[src/rtl/rle_pkg.sv]
// Shared types and constants for the RLE stream decoder.
package rle_pkg;

    localparam logic [7:0]  RLE_ESC_DEFAULT = 8'h07;
    localparam int unsigned RLE_MAX_RUN     = 255;
    localparam int unsigned RLE_CNT_W       = $clog2(RLE_MAX_RUN + 1);

    typedef enum logic [1:0] {
        ST_LIT,
        ST_ESC_SEEN,
        ST_CNT_SEEN,
        ST_RUN
    } rle_state_t;

    // One decoded byte handed from the parser to the packer.
    typedef struct packed {
        logic [7:0] data;
        logic       last;
    } rle_beat_t;

endpackage

[src/rtl/rle_byte_packer.sv]
// Packs decoded bytes into output words; holds the word until accepted and
// closes a frame either with its final byte or with an explicit flush.
module rle_byte_packer
    import rle_pkg::*;
#(
    parameter int unsigned WORD_BYTES = 4
) (
    input  logic                    clk,
    input  logic                    rst,
    input  logic                    i_beat_valid,
    input  rle_beat_t               i_beat,
    output logic                    o_beat_ready,
    input  logic                    i_flush,
    output logic                    o_flush_ready,
    output logic                    o_valid,
    input  logic                    i_ready,
    output logic [WORD_BYTES*8-1:0] o_data,
    output logic [WORD_BYTES-1:0]   o_keep,
    output logic                    o_last
);

    localparam int unsigned DATA_W = WORD_BYTES * 8;
    localparam int unsigned CNT_W  = $clog2(WORD_BYTES);

    logic [DATA_W-1:0]     r_acc;
    logic [CNT_W-1:0]      r_cnt;
    logic                  r_valid;
    logic [DATA_W-1:0]     r_data;
    logic [WORD_BYTES-1:0] r_keep;
    logic                  r_last;

    logic                  w_out_free;
    logic                  w_full_next;
    logic                  w_wr;
    logic                  w_close;
    logic [DATA_W-1:0]     w_acc_ins;
    logic [WORD_BYTES-1:0] w_keep_ins;
    logic [WORD_BYTES-1:0] w_keep_acc;

    // Output register is free when empty or being taken this cycle.
    assign w_out_free    = !r_valid || i_ready;
    assign w_full_next   = (r_cnt == CNT_W'(WORD_BYTES - 1));
    assign o_beat_ready  = w_out_free || (!i_beat.last && !w_full_next);
    assign o_flush_ready = w_out_free;
    assign w_wr          = i_beat_valid && o_beat_ready;
    assign w_close       = i_beat.last || w_full_next;

    // Accumulator with the incoming byte inserted, and keep masks with/without it.
    always_comb begin
        w_acc_ins  = r_acc;
        w_keep_ins = '0;
        w_keep_acc = '0;
        for (int unsigned b = 0; b < WORD_BYTES; b++) begin
            if (r_cnt == CNT_W'(b)) begin
                w_acc_ins[8*b +: 8] = i_beat.data;
            end
            w_keep_ins[b] = (CNT_W'(b) <= r_cnt);
            w_keep_acc[b] = (CNT_W'(b) <  r_cnt);
        end
    end

    // Accumulate bytes; move complete or final words into the held output register.
    always_ff @(posedge clk) begin
        if (rst) begin
            r_acc   <= '0;
            r_cnt   <= '0;
            r_valid <= 1'b0;
            r_data  <= '0;
            r_keep  <= '0;
            r_last  <= 1'b0;
        end else begin
            if (r_valid && i_ready) begin
                r_valid <= 1'b0;
            end
            if (w_wr) begin
                if (w_close) begin
                    r_data  <= w_acc_ins;
                    r_keep  <= w_keep_ins;
                    r_last  <= i_beat.last;
                    r_valid <= 1'b1;
                    r_acc   <= '0;
                    r_cnt   <= '0;
                end else begin
                    r_acc <= w_acc_ins;
                    r_cnt <= r_cnt + CNT_W'(1);
                end
            end else if (i_flush && w_out_free) begin
                r_data  <= r_acc;
                r_keep  <= w_keep_acc;
                r_last  <= 1'b1;
                r_valid <= 1'b1;
                r_acc   <= '0;
                r_cnt   <= '0;
            end
        end
    end

    assign o_valid = r_valid;
    assign o_data  = r_data;
    assign o_keep  = r_keep;
    assign o_last  = r_last;

endmodule

[src/rtl/rle_stream_decoder.sv]
// Run-length stream decoder: unpacks coded words, parses escape sequences one
// byte per cycle and feeds decoded bytes to the output packer.
module rle_stream_decoder
    import rle_pkg::*;
#(
    parameter int unsigned WORD_BYTES = 4,
    parameter logic [7:0]  ESC_CHAR   = RLE_ESC_DEFAULT
) (
    input  logic                    clk,
    input  logic                    rst,
    input  logic                    in_valid,
    output logic                    in_ready,
    input  logic [WORD_BYTES*8-1:0] in_data,
    input  logic [WORD_BYTES-1:0]   in_keep,
    input  logic                    in_last,
    output logic                    out_valid,
    input  logic                    out_ready,
    output logic [WORD_BYTES*8-1:0] out_data,
    output logic [WORD_BYTES-1:0]   out_keep,
    output logic                    out_last,
    output logic                    err
);

    localparam int unsigned DATA_W = WORD_BYTES * 8;

    rle_state_t            r_state;
    logic [RLE_CNT_W-1:0]  r_cnt;
    logic [7:0]            r_sym;
    logic                  r_end_pend;
    logic                  r_err;
    logic [DATA_W-1:0]     r_data;
    logic [WORD_BYTES-1:0] r_keep;
    logic                  r_last;
    logic                  r_loaded;

    rle_state_t            w_state_nxt;
    logic [RLE_CNT_W-1:0]  w_cnt_nxt;
    logic [7:0]            w_sym_nxt;
    logic                  w_end_nxt;
    logic                  w_err_nxt;
    logic [DATA_W-1:0]     w_data_nxt;
    logic [WORD_BYTES-1:0] w_keep_nxt;
    logic                  w_last_nxt;
    logic                  w_loaded_nxt;

    logic [7:0]            w_cur_byte;
    logic [WORD_BYTES-1:0] w_keep_rest;
    logic                  w_byte_avail;
    logic                  w_skip;
    logic                  w_final_byte;
    logic                  w_accept;
    logic                  w_consume;
    logic                  w_pk_valid;
    logic                  w_pk_flush;
    logic                  w_pk_ready;
    logic                  w_flush_ready;
    rle_beat_t             w_pk_beat;

    // A new word is taken only when the previous one is drained and no frame end is pending.
    assign in_ready     = !rst && !r_loaded && !r_end_pend;
    assign w_accept     = in_valid && in_ready;
    assign w_cur_byte   = r_data[7:0];
    assign w_keep_rest  = r_keep >> 1;
    assign w_byte_avail = r_loaded && r_keep[0];
    assign w_skip       = r_loaded && !r_keep[0];
    assign w_final_byte = r_last && (w_keep_rest == '0);

    // Byte offered to the packer and whether it is the last decoded byte of the frame.
    always_comb begin
        w_pk_beat = '{data: w_cur_byte, last: 1'b0};
        case (r_state)
            ST_LIT: w_pk_beat.last = w_final_byte;
            ST_ESC_SEEN: begin
                w_pk_beat.data = ESC_CHAR;
                w_pk_beat.last = w_final_byte;
            end
            ST_RUN: begin
                w_pk_beat.data = r_sym;
                w_pk_beat.last = r_end_pend && (r_cnt == RLE_CNT_W'(1));
            end
            default: ;
        endcase
    end

    // Parser next-state, packer requests and unpacker advance.
    always_comb begin
        w_state_nxt  = r_state;
        w_cnt_nxt    = r_cnt;
        w_sym_nxt    = r_sym;
        w_end_nxt    = r_end_pend;
        w_err_nxt    = 1'b0;
        w_data_nxt   = r_data;
        w_keep_nxt   = r_keep;
        w_last_nxt   = r_last;
        w_loaded_nxt = r_loaded;
        w_pk_valid   = 1'b0;
        w_pk_flush   = 1'b0;
        w_consume    = 1'b0;

        case (r_state)
            ST_LIT: begin
                if (w_byte_avail) begin
                    if (w_cur_byte == ESC_CHAR) begin
                        w_consume   = 1'b1;
                        w_state_nxt = ST_ESC_SEEN;
                    end else begin
                        w_pk_valid = 1'b1;
                        w_consume  = w_pk_ready;
                    end
                end else if (r_end_pend) begin
                    w_pk_flush = 1'b1;
                    if (w_flush_ready) begin
                        w_end_nxt = 1'b0;
                    end
                end
            end
            ST_ESC_SEEN: begin
                if (w_byte_avail) begin
                    if (w_cur_byte == 8'h00) begin
                        w_pk_valid = 1'b1;
                        w_consume  = w_pk_ready;
                        if (w_pk_ready) begin
                            w_state_nxt = ST_LIT;
                        end
                    end else begin
                        w_consume   = 1'b1;
                        w_cnt_nxt   = RLE_CNT_W'(w_cur_byte);
                        w_state_nxt = ST_CNT_SEEN;
                    end
                end else if (r_end_pend) begin
                    w_err_nxt   = 1'b1;
                    w_state_nxt = ST_LIT;
                end
            end
            ST_CNT_SEEN: begin
                if (w_byte_avail) begin
                    w_consume   = 1'b1;
                    w_sym_nxt   = w_cur_byte;
                    w_state_nxt = ST_RUN;
                end else if (r_end_pend) begin
                    w_err_nxt   = 1'b1;
                    w_state_nxt = ST_LIT;
                end
            end
            ST_RUN: begin
                w_pk_valid = 1'b1;
                if (w_pk_ready) begin
                    w_cnt_nxt = r_cnt - RLE_CNT_W'(1);
                    if (r_cnt == RLE_CNT_W'(1)) begin
                        w_state_nxt = ST_LIT;
                        if (r_end_pend) begin
                            w_end_nxt = 1'b0;
                        end
                    end
                end
            end
            default: w_state_nxt = ST_LIT;
        endcase

        if (w_accept) begin
            w_data_nxt   = in_data;
            w_keep_nxt   = in_keep;
            w_last_nxt   = in_last;
            w_loaded_nxt = |in_keep;
            w_end_nxt    = in_last && (in_keep == '0);
        end else if (w_consume || w_skip) begin
            w_data_nxt = r_data >> 8;
            w_keep_nxt = w_keep_rest;
            if (w_keep_rest == '0) begin
                w_loaded_nxt = 1'b0;
                // Frame end still needs handling unless this byte already closed the frame.
                if (r_last && !(w_pk_valid && w_pk_beat.last)) begin
                    w_end_nxt = 1'b1;
                end
            end
        end
    end

    // Parser and unpacker state registers.
    always_ff @(posedge clk) begin
        if (rst) begin
            r_state    <= ST_LIT;
            r_cnt      <= '0;
            r_sym      <= '0;
            r_end_pend <= 1'b0;
            r_err      <= 1'b0;
            r_data     <= '0;
            r_keep     <= '0;
            r_last     <= 1'b0;
            r_loaded   <= 1'b0;
        end else begin
            r_state    <= w_state_nxt;
            r_cnt      <= w_cnt_nxt;
            r_sym      <= w_sym_nxt;
            r_end_pend <= w_end_nxt;
            r_err      <= w_err_nxt;
            r_data     <= w_data_nxt;
            r_keep     <= w_keep_nxt;
            r_last     <= w_last_nxt;
            r_loaded   <= w_loaded_nxt;
        end
    end

    assign err = r_err;

    rle_byte_packer #(
        .WORD_BYTES(WORD_BYTES)
    ) u_packer (
        .clk          (clk),
        .rst          (rst),
        .i_beat_valid (w_pk_valid),
        .i_beat       (w_pk_beat),
        .o_beat_ready (w_pk_ready),
        .i_flush      (w_pk_flush),
        .o_flush_ready(w_flush_ready),
        .o_valid      (out_valid),
        .i_ready      (out_ready),
        .o_data       (out_data),
        .o_keep       (out_keep),
        .o_last       (out_last)
    );

endmodule

[config.mk]
export PLATFORM = sky130hd
export DESIGN_NAME = rle_stream_decoder
export DESIGN_NICKNAME = d
export VERILOG_FILES = /design/src/rtl/rle_pkg.sv /design/src/rtl/rle_byte_packer.sv /design/src/rtl/rle_stream_decoder.sv
export SDC_FILE = /design/constraint.sdc
export NUM_CORES = 1
export LEC_CHECK = 0
export CORE_ASPECT_RATIO = 0.5
export CORE_MARGIN = 3
export CORE_UTILIZATION = 56
export CTS_CLUSTER_DIAMETER = 40
export DETAILED_ROUTE_END_ITERATION = 6
export PLACE_DENSITY = 0.88
export SYNTH_ARGS = -nofsm -noshare
export SYNTH_HDL_FRONTEND = slang
export SYNTH_SLANG_ARGS = --single-unit
[constraint.sdc]
create_clock -name clk -period 3.4 [get_ports clk]
set_input_delay 0.34 -clock clk [delete_from_list [all_inputs] [get_ports clk]]
set_output_delay 0.34 -clock clk [all_outputs]
set_load 0.02 [all_outputs]
# Yosys cells after proc, flatten, opt, wreduce, memory -nomap -nowiden

Index checks and enable logic that the tools add are counted.

Add/subtract/negate cells: 2
Multiply operators: 0
Div/mod/pow operators: 0
Order comparisons: 8
Eq/ne operators: 16
Shift operators: 0
Mux-type cells: 70
Bitwise gates (word level): 1
Reduce and logical (&&, ||, !) cells: 44

Operator list:

| cell                  | number |
|---|---|
| $mux W32              | 8 |
| $mux W8               | 7 |
| $pmux W8 S2           | 2 |
| $mux W1               | 31 |
| $mux W2               | 12 |
| $mux W4               | 5 |
| $logic_and A1 B1 Y1   | 14 |
| $ne A2 B2 Y1 const B  | 6 |
| $eq A2 B2 Y1 const B  | 4 |
| $eq A8 B1 Y1 const B  | 1 |
| $eq A8 B3 Y1 const B  | 1 |
| $logic_not A1 Y1      | 8 |
| $logic_not A4 Y1      | 2 |
| $logic_not A8 Y1      | 1 |
| $pmux W2 S4           | 1 |
| $reduce_bool A2 Y1    | 4 |
| $sub A8 B1 Y8 const B | 1 |
| $pmux W1 S3           | 2 |
| $reduce_and A2 Y1     | 3 |
| $reduce_or A2 Y1      | 3 |
| $reduce_and A5 Y1     | 1 |
| $eq A2 B1 Y1 const B  | 2 |
| $le A1 B2 Y1 const A  | 2 |
| $le A2 B2 Y1 const A  | 2 |
| 11 further kinds      | 18 |

Register bits: 130
Latch bits: 0
Bits in writable memories: 0
Bits in read-only memories: 0
Input bits: 41
Output and inout port bits: 40
Word-level logic and storage cells: 156
Memories kept: 0

# Logic depth before layout (Yosys ltp)

Gate-level depths: netlist of run 1.

Depth in word-level cells: 12
Depth in mapped cells: 11
Gate-level depth less buffers: 8

# Modules after synthesis

Synthesis of run 1 repeated with hierarchy kept, for this count alone.

Cell total of the unflattened synthesis: 704
Area total of the unflattened synthesis: 6,304.8 um^2

By module, submodules not included:

| module             | times used | cells each | area each (um^2) | seq. area each (um^2) |
|---|---|---|---|---|
| rle_byte_packer    | 1          | 332        | 3,299.4          | 1,441.4 |
| rle_stream_decoder | 1          | 372        | 3,005.4          | 1,161.1 |

# Worst setup path before layout of run 1

Ideal clock, no wire load.

Path type: register to register
From: register r_data[5]
To: register u_packer.r_data[14] (netlist: u_packer.o_data[14])
Library setup time: 121 ps
Arrival: 2,573 ps
Required time: 3,279 ps
Path slack: 706 ps
Cell stages (with the launch flop): 9
Path buffers: 2
Clock period less this slack: 2,694 ps
Path through: dfxtp_1 or4_4 or3_1 or2_1 buf_2 a2111oi_4 or3_1 buf_2 o21ai_1

Word-level cells in the longest chain between the ends: 7
Elaborated cells on any way between the ends: 12
Those cells by class: eq/ne (2); mux (6); reduce/logical (4)

RTL lines:

| what                                                                | RTL line                                             | source |
|---|---|---|
| from (decl)                                                         | rle_stream_decoder.sv:31                             | `logic [DATA_W-1:0] r_data;` |
| from (signal assigned)                                              | rle_stream_decoder.sv:197                            | `r_data <= w_data_nxt;` |
| $eq A8 B3 Y1 / $logic_not A8 Y1 (equally long branches)             | rle_stream_decoder.sv:103, rle_stream_decoder.sv:119 |  |
| $mux W1 (on tied branches)                                          | rle_stream_decoder.sv:103, rle_stream_decoder.sv:119 |  |
| $mux W1 (on tied branches)                                          | rle_stream_decoder.sv:102, rle_stream_decoder.sv:118 |  |
| $pmux W1 S3 (*)                                                     | rle_stream_decoder.sv:100                            | `case (r_state)` |
| $logic_and A1 B1 Y1 (*)                                             | rle_byte_packer.sv:45                                | `assign w_wr = i_beat_valid && o_beat_ready;` |
| $ne A2 B2 Y1 (no line) / $reduce_bool A2 Y1 (equally long branches) | n/a                                                  |  |
| $reduce_and A2 Y1 (no line)                                         | n/a                                                  |  |
| to (signal assigned)                                                | rle_byte_packer.sv:77                                | `r_data <= w_acc_ins;` |
| to (signal assigned)                                                | rle_byte_packer.sv:88                                | `r_data <= r_acc;` |
| to (decl)                                                           | rle_byte_packer.sv:28                                | `logic [DATA_W-1:0] r_data;` |

Mark *: on every way between the ends. The rest lies on a longest branch, timed or not.
A chain may end at the register's enable or synchronous reset.

# Worst setup path after layout of run 1

From: register r_data[5]
To: register u_packer.r_data[3] (netlist: u_packer.o_data[3])

The elaborated chain is that of the path after synthesis.

==> results of run 1 <==
worst reg2reg max path: cells and delay by family, from the launching register on:
family                 cells  cell delay [ns]
AOI/OAI and AO/OA          2             0.62
buffers and inverters      1             0.27
DFF                        1             0.34
and+or+nand+nor            4             1.55
routing by layer:
| layer | wire [µm] | part of all wire |
|---|---|---|
| met4 | 283 | 0.017 |
| met5 | 0 | 0 |
| met1 | 7437 | 0.43 |
| met2 | 8110 | 0.47 |
| met3 | 1318 | 0.077 |
area by class of cell:
class,instances,area [µm²],share of cell area
multi-input cells,600,3583,0.4474
flip-flops and latches,130,2603,0.3249
clock buffers,23,467.9,0.05842
inverters,19,71.32,0.008903
repair buffers,104,1003,0.1253
well taps,159,198.9,0.02484
clock inverters,9,82.58,0.01031
metrics by stage:
step	setup WS, ns	total power [W]
2_1_floorplan	0.7061	0.001890
3_3_place_gp	0.6410	0.002036
3_5_place_dp	0.5453	0.002045
4_1_cts	0.5220	0.003739
5_1_grt	0.3062	0.003864
6_report	0.4982	0.003732
registers in the layout (all words and copies together), names as in the netlist:
register,count
r_last,1
r_sym,8
r_end_pend,1
r_keep,4
r_state,2
u_packer.o_valid,1
r_loaded,1
u_packer.o_data,32
u_packer.r_acc,32
u_packer.o_keep,4
u_packer.o_last,1
r_cnt,8
err,1
r_data,32
u_packer.r_cnt,2
final timing paths:
check | endpoint | cells past startpoint | slack (ns) | startpoint
max reg2reg | u_packer.o_data[3]$_SDFFE_PP0P_ | 7 | 0.50 | r_data[5]$_SDFFE_PP0P_
min reg2reg | u_packer.r_acc[27]$_SDFFE_PP0P_ | 1 | 0.46 | u_packer.r_acc[27]$_SDFFE_PP0P_
min | r_sym[3]$_SDFFE_PP0P_ | 2 | 0.45 | rst
max | u_packer.o_data[3]$_SDFFE_PP0P_ | 7 | 0.50 | r_data[5]$_SDFFE_PP0P_
cell families after synthesis:
kind of cell | count (synthesis) | share of synthesized area
AND/OR/NAND/NOR | 368 | 0.2904
AO/OA/AOI/OAI | 180 | 0.1740
flip-flops | 130 | 0.3989
buffers and inverters | 88 | 0.05274
multiplexers | 41 | 0.06291
adder cells (fa/ha/maj) | 11 | 0.02110
power groups by stage:
stage / logic (W) / clock network [W] / registers, W
2_1_floorplan: 0.000254 / 0 / 0.00164
3_3_place_gp: 0.000393 / 0 / 0.00164
3_5_place_dp: 0.000399 / 0 / 0.00165
4_1_cts: 0.000401 / 0.00172 / 0.00161
5_1_grt: 0.000446 / 0.00180 / 0.00162
6_report: 0.000406 / 0.00171 / 0.00161
cell usage in the layout, fill, tap and decap left out, types with 22 or more instances in the layout:
master,netlist,final
sky130_fd_sc_hd__dfxtp_1,130,130
sky130_fd_sc_hd__clkdlybuf4s50_1,0,79
sky130_fd_sc_hd__nor2_1,76,76
sky130_fd_sc_hd__nand3_1,62,62
sky130_fd_sc_hd__nand2_1,60,60
sky130_fd_sc_hd__o21ai_0,41,41
sky130_fd_sc_hd__mux2i_1,41,41
sky130_fd_sc_hd__a21oi_1,34,34
sky130_fd_sc_hd__nor3_1,33,33
sky130_fd_sc_hd__nor2b_1,33,33
sky130_fd_sc_hd__nor4_1,31,31
sky130_fd_sc_hd__nor3b_1,26,26
sky130_fd_sc_hd__a31oi_1,27,26
sky130_fd_sc_hd__o21ai_1,24,24
sky130_fd_sc_hd__buf_4,1,23
sky130_fd_sc_hd__nand2b_1,22,22
==> summary.md, run 1 <==
| Metric | Value |
|---|---|
| Run status | `finished, final reports clean` |
| Summed instance area of the synthesized netlist | `6524 µm²` |
| Internal power component | `0.002778 W` |
| Core utilization of the finished layout | `0.7163` |
| Detail Route Antenna Nets | `0` |
| Slowest cell on the critical path | `sky130_fd_sc_hd__or4_4` |
| Sum of overflow across all layers after global routing | `0` |
| Overall die width | `158.6 µm` |
| Vias after detailed routing | `between 6,000 and 7,000` |
| Worst-Margin Slew | `around 0.74 ns` |
| Worst stage delay on the critical path | `~0.56 ns` |
| Ranking of synthesized cells by area | `sky130_fd_sc_hd__dfxtp_1 (40%), sky130_fd_sc_hd__mux2i_1 (6.3%), sky130_fd_sc_hd__nand3_1 (4.8%)` |
| Die Area | `13,060 µm²` |
| Yosys Warn Count | `0` |
| Cells after Synth | `818` |
| Dominant cell by count in the synthesized netlist | `sky130_fd_sc_hd__dfxtp_1` |
| Setup_tns | `0 ns` |
| Busiest layer in global routing | `met2` |
| Worst setup SP type | `register` |
| Type of the worst setup path | `reg -> reg` |
| Buf+Inv Stages, Crit Path | `1` |
| Wire length of the first global-routing pass | `28,860 µm` |
| Count of cells resized by post-cts repair | `0` |
| Fraction of registers with async set or reset after synthesis | `0` |
| Share of the yosys chip area belonging to registers | `0.3989` |
| Insertion delay of the later-clocked pin in the worst-skew pair | `0.42 ns` |
| Clock transition at the registers of the reported paths | `0.06 ns` |
| Post-Place Cells | `1,012` |
| Crit path time final | `about 2.9 ns` |
| Number of violations reported at the end of detailed-routing iteration 0 | `624` |
| PortBufs | `80` |
| Hold violation count in the final report | `0` |
| Routed wirelength normalized by instance count | `~16 µm` |
| Synthesized flop and latch total | `130` |
| Synth cell types | `53` |
| CP top delay family | `simple AND/OR/NAND/NOR gates` |
| Most instantiated flip-flop cell in the synthesis netlist | `sky130_fd_sc_hd__dfxtp_1` |
| I/O pins | `81` |
| GR met2 Demand/Resource | `0.4616` |
| Unrepaired setup endpoints after global routing | `no` |
| Diode insertion count for antenna repair | `0` |
| Setup-violating endpoint count in the final report | `0` |
| Max frequency | `approximately 340 MHz` |
| Number of levels in the clock H-tree | `4` |
| Cell breakdown of the critical path | `or4_4, or3_1, or2_1, a2111oi_4, or3_1, buf_4, o21ai_0` |
| Standby leakage power | `2.990 nW` |
| GRT met3 Usage | `0.06299` |
| Non-filler cells, final | `around 1,000` |
| Flop pwr share | `0.433` |
| Count of clock tree sinks | `130` |
| Row Count | `27` |
| Layout cells sized above 1 | `0.07119` |
| Area of the core | `11,180 µm²` |
| CTS Hold Bufs | `0` |
| Vias in the first global route | `5,912` |
| Routed WL | `between 15,000 and 20,000 µm` |
| Post-synth top area share | `0.3989` |
| Library cell occupying the most area in the post-synthesis netlist | `sky130_fd_sc_hd__dfxtp_1` |
| FILL cells | `845` |
| Worst supply voltage drop on vdd | `roughly 0.32 mV` |
| Net switching power | `0.0009538 W` |
| Number of buffers on the longest clock path | `2` |
| Combinational share of power | `0.109` |
| Number of max-capacitance violations reported | `0` |
| Largest net degree at the start of global routing | `between 70 and 80` |
| Root buf cell | `sky130_fd_sc_hd__clkbuf_16` |
| Initial cell density of the core | `0.5834` |
| Largest driver fanout on the critical path | `24` |
| Final hold slack | `approximately 0.45 ns` |
| Number of antenna violations at the first check in global routing | `0` |
| Required @ worst endpoint | `3.69 ns` |
| Met1 track demand over resource | `0.3578` |
| Design area | `8010 µm²` |
| Max-slew violation count | `0` |
| Clk network pwr share | `0.459` |
| 1st-pass router iterations | `5` |
| Post-detailed-placement half-perimeter wirelength | `10,790 µm` |
| Share of total power consumed by net switching | `0.2556` |
| Most numerous cell types in the synthesized netlist | `sky130_fd_sc_hd__dfxtp_1 (130), sky130_fd_sc_hd__nor2_1 (76), sky130_fd_sc_hd__nand3_1 (62)` |
| Fin crit share | `0.8535` |
| Worst min-delay path class | `in -> reg` |
| Placed cell areas | `7460 µm²` |
| Count of buffers added by post-CTS timing repair for setup | `0` |
| # nets final | `924` |
| Per-instance average area after synthesis | `approximately 8 µm²` |
| DRC | `0` |
| Data arrival time of the critical path | `3.19 ns` |
| Layout overhead on the synthesized area | `22.78%` |
| TritonCTS clock tree | `built` |
| All-Layer GR Usage | `0.2771` |
| Mapped Nets | `870` |
| Global placement routability congestion | `slightly below 0.9` |
| Vertical die dimension | `between 80 and 90 µm` |
| Max-slew headroom | `0.5015` |
| TritonCTS Buffers | `17` |
| Number of enable flip-flop cells after synthesis | `0` |
| Ratio of total power to cell area | `465.9 nW/µm²` |
| Detail-routed via count per cell | `approximately 6` |
| Critical Path Sink Type | `register` |
| Most Frequent Cell on Critical Path | `sky130_fd_sc_hd__or3_1` |
| Final Skew | `0.008452 ns` |
Note: power is estimated with default switching activity, not from simulation.
==> run 2, diff against run 1 <==
--- a/config.mk
+++ b/config.mk
@@ -10,6 +10,8 @@
 export CORE_UTILIZATION = 56
 export CTS_CLUSTER_DIAMETER = 40
 export DETAILED_ROUTE_END_ITERATION = 6
+export GPL_ROUTABILITY_DRIVEN = 0
+export MAX_ROUTING_LAYER = met4
 export PLACE_DENSITY = 0.88
 export SYNTH_ARGS = -nofsm -noshare
 export SYNTH_HDL_FRONTEND = slang
==> summary.md, run 2 (synthesis gave the netlist of run 1 again) <==
| Metric | Value |
|---|---|
| Data arrival time of the critical path | `3.47 ns (+0.28 ns)` |
| Ratio of total power to cell area | `515.1 nW/µm² (+11%)` |
| Layout cells sized above 1 | `0.07353 (+0.002343)` |
| Insertion delay of the later-clocked pin in the worst-skew pair | `0.42 ns (about the same)` |
| Largest net degree at the start of global routing | `101 (+36%)` |
| Diode insertion count for antenna repair | `0 (unchanged)` |
| Worst supply voltage drop on vdd | `0.3663 mV (+14%)` |
| Busiest layer in global routing | `met2` |
| Hold wc startpoint | `rst` |
| Non-filler cells, final | `1,043 (-0.096%)` |
| Row Count | `27 (unchanged)` |
| Met1 track demand over resource | `0.3471 (-0.01072)` |
| Setup_tns | `0 ns (unchanged)` |
| Type of the worst setup path | `reg -> reg` |
| Area of the core | `11,180 µm² (unchanged)` |
| Worst min-delay path class | `in -> reg` |
| Count of cells resized by post-cts repair | `0 (unchanged)` |
| Count of clock tree sinks | `130 (unchanged)` |
| Number of antenna violations at the first check in global routing | `0 (unchanged)` |
| GR met2 Demand/Resource | `0.4781 (+0.01646)` |
| DRC | `0 (unchanged)` |
| Fin crit share | `0.9446 (+0.09107)` |
| Final Skew | `0.009144 ns (+0.0006916 ns)` |
| Run status | `finished, final reports clean` |
| Routed WL | `17,630 µm (+2.8%)` |
| Detail Route Antenna Nets | `0 (unchanged)` |
| Hold violation count in the final report | `0 (unchanged)` |
| Routed wirelength normalized by instance count | `16.90 µm (+2.9%)` |
| Wire length of the first global-routing pass | `29,090 µm (+0.79%)` |
| Vertical die dimension | `82.32 µm (unchanged)` |
| Cell breakdown of the critical path | `or4_4, or3_1, or2_1, a2111oi_4, or3_1, o21ai_0` |
| TritonCTS clock tree | `built` |
| Count of buffers added by post-CTS timing repair for setup | `0 (unchanged)` |
| Critical Path Sink Type | `register` |
| Critical path startpoint | `r_data[5]$_SDFFE_PP0P_` |
| Crit path time final | `3.211 ns (+0.3096 ns)` |
| Clock transition at the registers of the reported paths | `0.06 ns (about the same)` |
| Setup-violating endpoint count in the final report | `0 (unchanged)` |
| Max-slew headroom | `0.2168 (-0.2846)` |
| Initial cell density of the core | `0.5834 (unchanged)` |
| Number of max-capacitance violations reported | `0 (unchanged)` |
| Die Area | `13,060 µm² (unchanged)` |
| Worst stage delay on the critical path | `0.71 ns (+0.15 ns)` |
| Most common library cell in the layout ignoring fill and taps | `sky130_fd_sc_hd__dfxtp_1` |
| Minimum setup slack after placement | `0.3183 ns (-0.2270 ns)` |
| Final hold slack | `0.3746 ns (-0.07836 ns)` |
| Post-detailed-placement half-perimeter wirelength | `10,960 µm (+1.5%)` |
| Sum of overflow across all layers after global routing | `0 (unchanged)` |
| Number of violations reported at the end of detailed-routing iteration 0 | `643 (+3.0%)` |
| Worst-Margin Slew | `1.172 ns (+0.4291 ns)` |
| Post-Place Cells | `1,012 (unchanged)` |
| Reg-to-Reg Start | `r_data[5]$_SDFFE_PP0P_` |
| Max frequency | `311.4 MHz (-9.6%)` |
| Number of buffers on the longest clock path | `2 (unchanged)` |
| Detail-routed via count per cell | `6.071 (+1.0%)` |
| CTS Hold Bufs | `0 (unchanged)` |
| Smallest setup slack after layout | `0.1885 ns (-0.3096 ns)` |
| 1st-pass router iterations | `6 (+1)` |
| Unrepaired setup endpoints after global routing | `no` |
| PortBufs | `80 (unchanged)` |
| Vias in the first global route | `6,054 (+2.4%)` |
| Root buf cell | `sky130_fd_sc_hd__clkbuf_16` |
| Worst setup SP type | `register` |
| Layout overhead on the synthesized area | `24.66%` |
| Commonest non-fill, non-tap cells in the layout | `sky130_fd_sc_hd__dfxtp_1 (130), sky130_fd_sc_hd__clkdlybuf4s50_1 (79), sky130_fd_sc_hd__nor2_1 (76)` |
| Max-slew violation count | `0 (unchanged)` |
| I/O pins | `81 (unchanged)` |
| Standby leakage power | `3.049 nW (+2.0%)` |
| Vias after detailed routing | `6,332 (+0.94%)` |
| GRT met3 Usage | `0.05466 (-0.008329)` |
| Slowest cell on the critical path | `sky130_fd_sc_hd__or3_1` |
| Most Frequent Cell on Critical Path | `sky130_fd_sc_hd__or3_1` |
| Largest driver fanout on the critical path | `24 (unchanged)` |
| Required @ worst endpoint | `3.66 ns (-0.03 ns)` |
| TritonCTS Buffers | `17 (unchanged)` |
| # nets final | `924 (unchanged)` |
| Number of levels in the clock H-tree | `4 (unchanged)` |
| All-Layer GR Usage | `0.2845 (+0.007430)` |
| Overall die width | `158.6 µm (unchanged)` |
-- run 2: cell count changes in the layout (fill, tap and decap cells not counted) --
cell / delta
sky130_fd_sc_hd__clkbuf_1: -3
sky130_fd_sc_hd__clkinv_2: -3
sky130_fd_sc_hd__buf_12: -1
sky130_fd_sc_hd__buf_4: +1
sky130_fd_sc_hd__clkinv_4: -1
sky130_fd_sc_hd__inv_6: +2
sky130_fd_sc_hd__bufinv_16: +6
sky130_fd_sc_hd__clkbuf_8: -2
-- run 2: where the power goes --
group	switching [W]	internal, W	total, W
combinational	0.000247	0.000165	0.000412
sequential	0.0000426	0.00157	0.00161
clock	0.000712	0.00145	0.00216
-- run 2: worst paths after layout --
path	slack (ns)	end	depth (start not counted)
hold / removal	0.37	u_packer.r_acc[3]$_SDFFE_PP0P_	2
setup / recovery	0.19	u_packer.o_data[0]$_SDFFE_PP0P_	6
setup reg to reg	0.19	u_packer.o_data[0]$_SDFFE_PP0P_	6
hold reg to reg	0.46	u_packer.r_acc[27]$_SDFFE_PP0P_	1
-- run 2: worst max-delay path, delay by kind of cell (launching register included) --
family / cells / cell delay [ns]
AO/OA/AOI/OAI: 2 / 0.60
flip-flops: 1 / 0.34
AND/OR/NAND/NOR: 4 / 2.11
-- run 2: area by class of cell --
cell class | instances | area (µm²)
multi-input cells | 600 | 3583
fillers | 817 | 3049
flip-flops and latches | 130 | 2603
repair buffers | 104 | 991.0
clock buffers | 18 | 429.2
clock inverters | 13 | 256.5
well taps | 159 | 198.9
inverters | 19 | 71.32
-- run 2: per-layer routing --
metal,vias up,part of all wire
li1,3018,-
met4,0,0.019
met3,40,0.076
met5,-,0
met1,2989,0.43
met2,285,0.47
-- run 2: through the flow --
stage	total power (W)	util	cell area, µm²
floorplan	0.001890	-	6524
finish	0.004189	0.7273	8133
global route	0.004301	0.7273	8133
global placement	0.002033	0.6660	7447
detailed placement	0.002045	0.6660	7447
CTS	0.004184	0.7273	8133
==> run 3, diff against run 2 <==
--- a/config.mk
+++ b/config.mk
@@ -12,7 +12,7 @@
 export DETAILED_ROUTE_END_ITERATION = 6
 export GPL_ROUTABILITY_DRIVEN = 0
 export MAX_ROUTING_LAYER = met4
-export PLACE_DENSITY = 0.88
+export PLACE_DENSITY = 0.9
 export SYNTH_ARGS = -nofsm -noshare
 export SYNTH_HDL_FRONTEND = slang
 export SYNTH_SLANG_ARGS = --single-unit
==> summary.md, run 3 (synthesis gave the netlist of run 1 again) <==
| Metric | Value |
|---|---|
| Run status | `finished, final reports clean` |
| Area of the core | `11,180 µm² (unchanged)` |
| I/O pins | `81 (unchanged)` |
| Fin crit share | `0.9271 (-0.01743)` |
| Count of buffers added by post-CTS timing repair for setup | `0 (unchanged)` |
| Layout overhead on the synthesized area | `24.63% (about the same)` |
| Layout cells sized above 1 | `0.07449 (+0.0009627)` |
| Unrepaired setup endpoints after global routing | `no` |
| Clock transition at the registers of the reported paths | `0.06 ns (about the same)` |
| Flip-flop and latch area | `2603 µm² (unchanged)` |
| Critical Path Sink Type | `register` |
| TritonCTS Buffers | `17 (unchanged)` |
| Largest driver fanout on the critical path | `24 (unchanged)` |
| FILL cells | `838 (+2.6%)` |
| Ratio of total power to cell area | `508.4 nW/µm² (-1.3%)` |
| Design area | `8130 µm² (about the same)` |
| Max-slew violation count | `0 (unchanged)` |
| Placed cell areas | `7455 µm² (+0.10%)` |
| Max frequency | `317.2 MHz (+1.9%)` |
| Worst-Margin Slew | `1.206 ns (+0.03415 ns)` |
| Vias in the first global route | `5,966 (-1.5%)` |
| Die Area | `13,060 µm² (unchanged)` |
| Wire length of the first global-routing pass | `28,790 µm (-1.0%)` |
| # nets final | `925 (+0.11%)` |
| Most common library cell in the layout ignoring fill and taps | `sky130_fd_sc_hd__dfxtp_1` |
| Number of violations reported at the end of detailed-routing iteration 0 | `592 (-7.9%)` |
| Largest net degree at the start of global routing | `84 (-17%)` |
| Final hold slack | `0.4627 ns (+0.08812 ns)` |
| Number of levels in the clock H-tree | `4 (unchanged)` |
| 1st-pass router iterations | `6 (unchanged)` |
| Number of max-capacitance violations reported | `0 (unchanged)` |
| Final Skew | `0.009113 ns (-0.00003037 ns)` |
| Detail Route Antenna Nets | `0 (unchanged)` |
| Setup-violating endpoint count in the final report | `0 (unchanged)` |
| All-Layer GR Usage | `0.2834 (-0.001117)` |
| Commonest non-fill, non-tap cells in the layout | `sky130_fd_sc_hd__dfxtp_1 (130), sky130_fd_sc_hd__clkdlybuf4s50_1 (79), sky130_fd_sc_hd__nor2_1 (76)` |
| Root buf cell | `sky130_fd_sc_hd__clkbuf_16` |
| Count of clock tree sinks | `130 (unchanged)` |
| Required @ worst endpoint | `3.66 ns (about the same)` |
| Worst supply voltage drop on vdd | `0.3319 mV (-9.4%)` |
| Crit path time final | `3.152 ns (-0.05927 ns)` |
| Insertion delay of the later-clocked pin in the worst-skew pair | `0.42 ns (about the same)` |
| Max-slew headroom | `0.1940 (-0.02282)` |
| Diode insertion count for antenna repair | `0 (unchanged)` |
| PortBufs | `80 (unchanged)` |
| TritonCTS clock tree | `built` |
| Row Count | `27 (unchanged)` |
| Worst setup SP type | `register` |
| DRC | `0 (unchanged)` |
| Routed wirelength normalized by instance count | `16.94 µm (+0.20%)` |
| Count of cells resized by post-cts repair | `0 (unchanged)` |
| Data arrival time of the critical path | `3.41 ns (-0.06 ns)` |
| Worst min-delay path class | `reg -> reg` |
| Vertical die dimension | `82.32 µm (unchanged)` |
| Total area of multi-input combinational cells | `3583 µm² (unchanged)` |
| CTS Hold Bufs | `0 (unchanged)` |
| Hold violation count in the final report | `0 (unchanged)` |
| Vias after detailed routing | `6,387 (+0.87%)` |
| Post-detailed-placement half-perimeter wirelength | `10,730 µm (-2.1%)` |
| Routed WL | `17,700 µm (+0.40%)` |
| Initial cell density of the core | `0.5834 (unchanged)` |
| Standby leakage power | `3.056 nW (+0.22%)` |
| Detail-routed via count per cell | `6.112 (+0.68%)` |
| Overall die width | `158.6 µm (unchanged)` |
| Number of buffers on the longest clock path | `2 (unchanged)` |
| Sum of overflow across all layers after global routing | `0 (unchanged)` |
| Number of antenna violations at the first check in global routing | `0 (unchanged)` |
| Setup_tns | `0 ns (unchanged)` |
| Type of the worst setup path | `reg -> reg` |
## run 3: report_power, final
group	total (W)	switching, W	internal [W]
Combinational	0.000410	0.000245	0.000165
Clock	0.00211	0.000707	0.00140
Sequential	0.00162	0.0000435	0.00157
## run 3: metal layers
layer / track usage / up-vias / routed length (µm)
li1: - / 3021 / -
met1: 0.3509 / 2981 / 7559
met2: 0.4591 / 343 / 8396
met3: 0.05674 / 42 / 1377
met4: 0.1193 / 0 / 365
met5: - / - / 0
## run 3: path summary, 6_finish.rpt
kind,slack (ns),start,cells past startpoint,to
max,0.25,r_data[5]$_SDFFE_PP0P_,6,u_packer.o_data[1]$_SDFFE_PP0P_
min,0.46,u_packer.r_acc[29]$_SDFFE_PP0P_,1,u_packer.r_acc[29]$_SDFFE_PP0P_
max reg2reg,0.25,r_data[5]$_SDFFE_PP0P_,6,u_packer.o_data[1]$_SDFFE_PP0P_
min reg2reg,0.46,u_packer.r_acc[29]$_SDFFE_PP0P_,1,u_packer.r_acc[29]$_SDFFE_PP0P_
## run 3: area by class of cell
cell class | instances | share of cell area
sequential | 130 | 0.3201
clock inverter | 12 | 0.02816
clock buffer | 20 | 0.05494
multi-input combinational | 600 | 0.4408
tap | 159 | 0.02447
inverter | 19 | 0.008772
timing repair buffer | 105 | 0.1228
## run 3: per-stage QoR
step	total power, W	cells	util	setup slack, ns
final	0.004133	1045	0.7271	0.2478
after detailed placement	0.002046	1013	0.6667	0.2766
after global routing	0.004246	1045	0.7271	0.03658
after floorplan	0.001890	818	-	0.7061
after CTS	0.004135	1045	0.7271	0.2469
after global placement	0.002034	1013	0.6667	0.3551
## run 3: worst max-delay path: stages, from the launching register on
cell and delay [ns]:
sky130_fd_sc_hd__dfxtp_1 0.34, sky130_fd_sc_hd__or4_4 0.57, sky130_fd_sc_hd__or3_1 0.43, sky130_fd_sc_hd__or2_1 0.34
sky130_fd_sc_hd__a2111oi_4 0.39, sky130_fd_sc_hd__or3_1 0.69, sky130_fd_sc_hd__o21ai_0 0.22
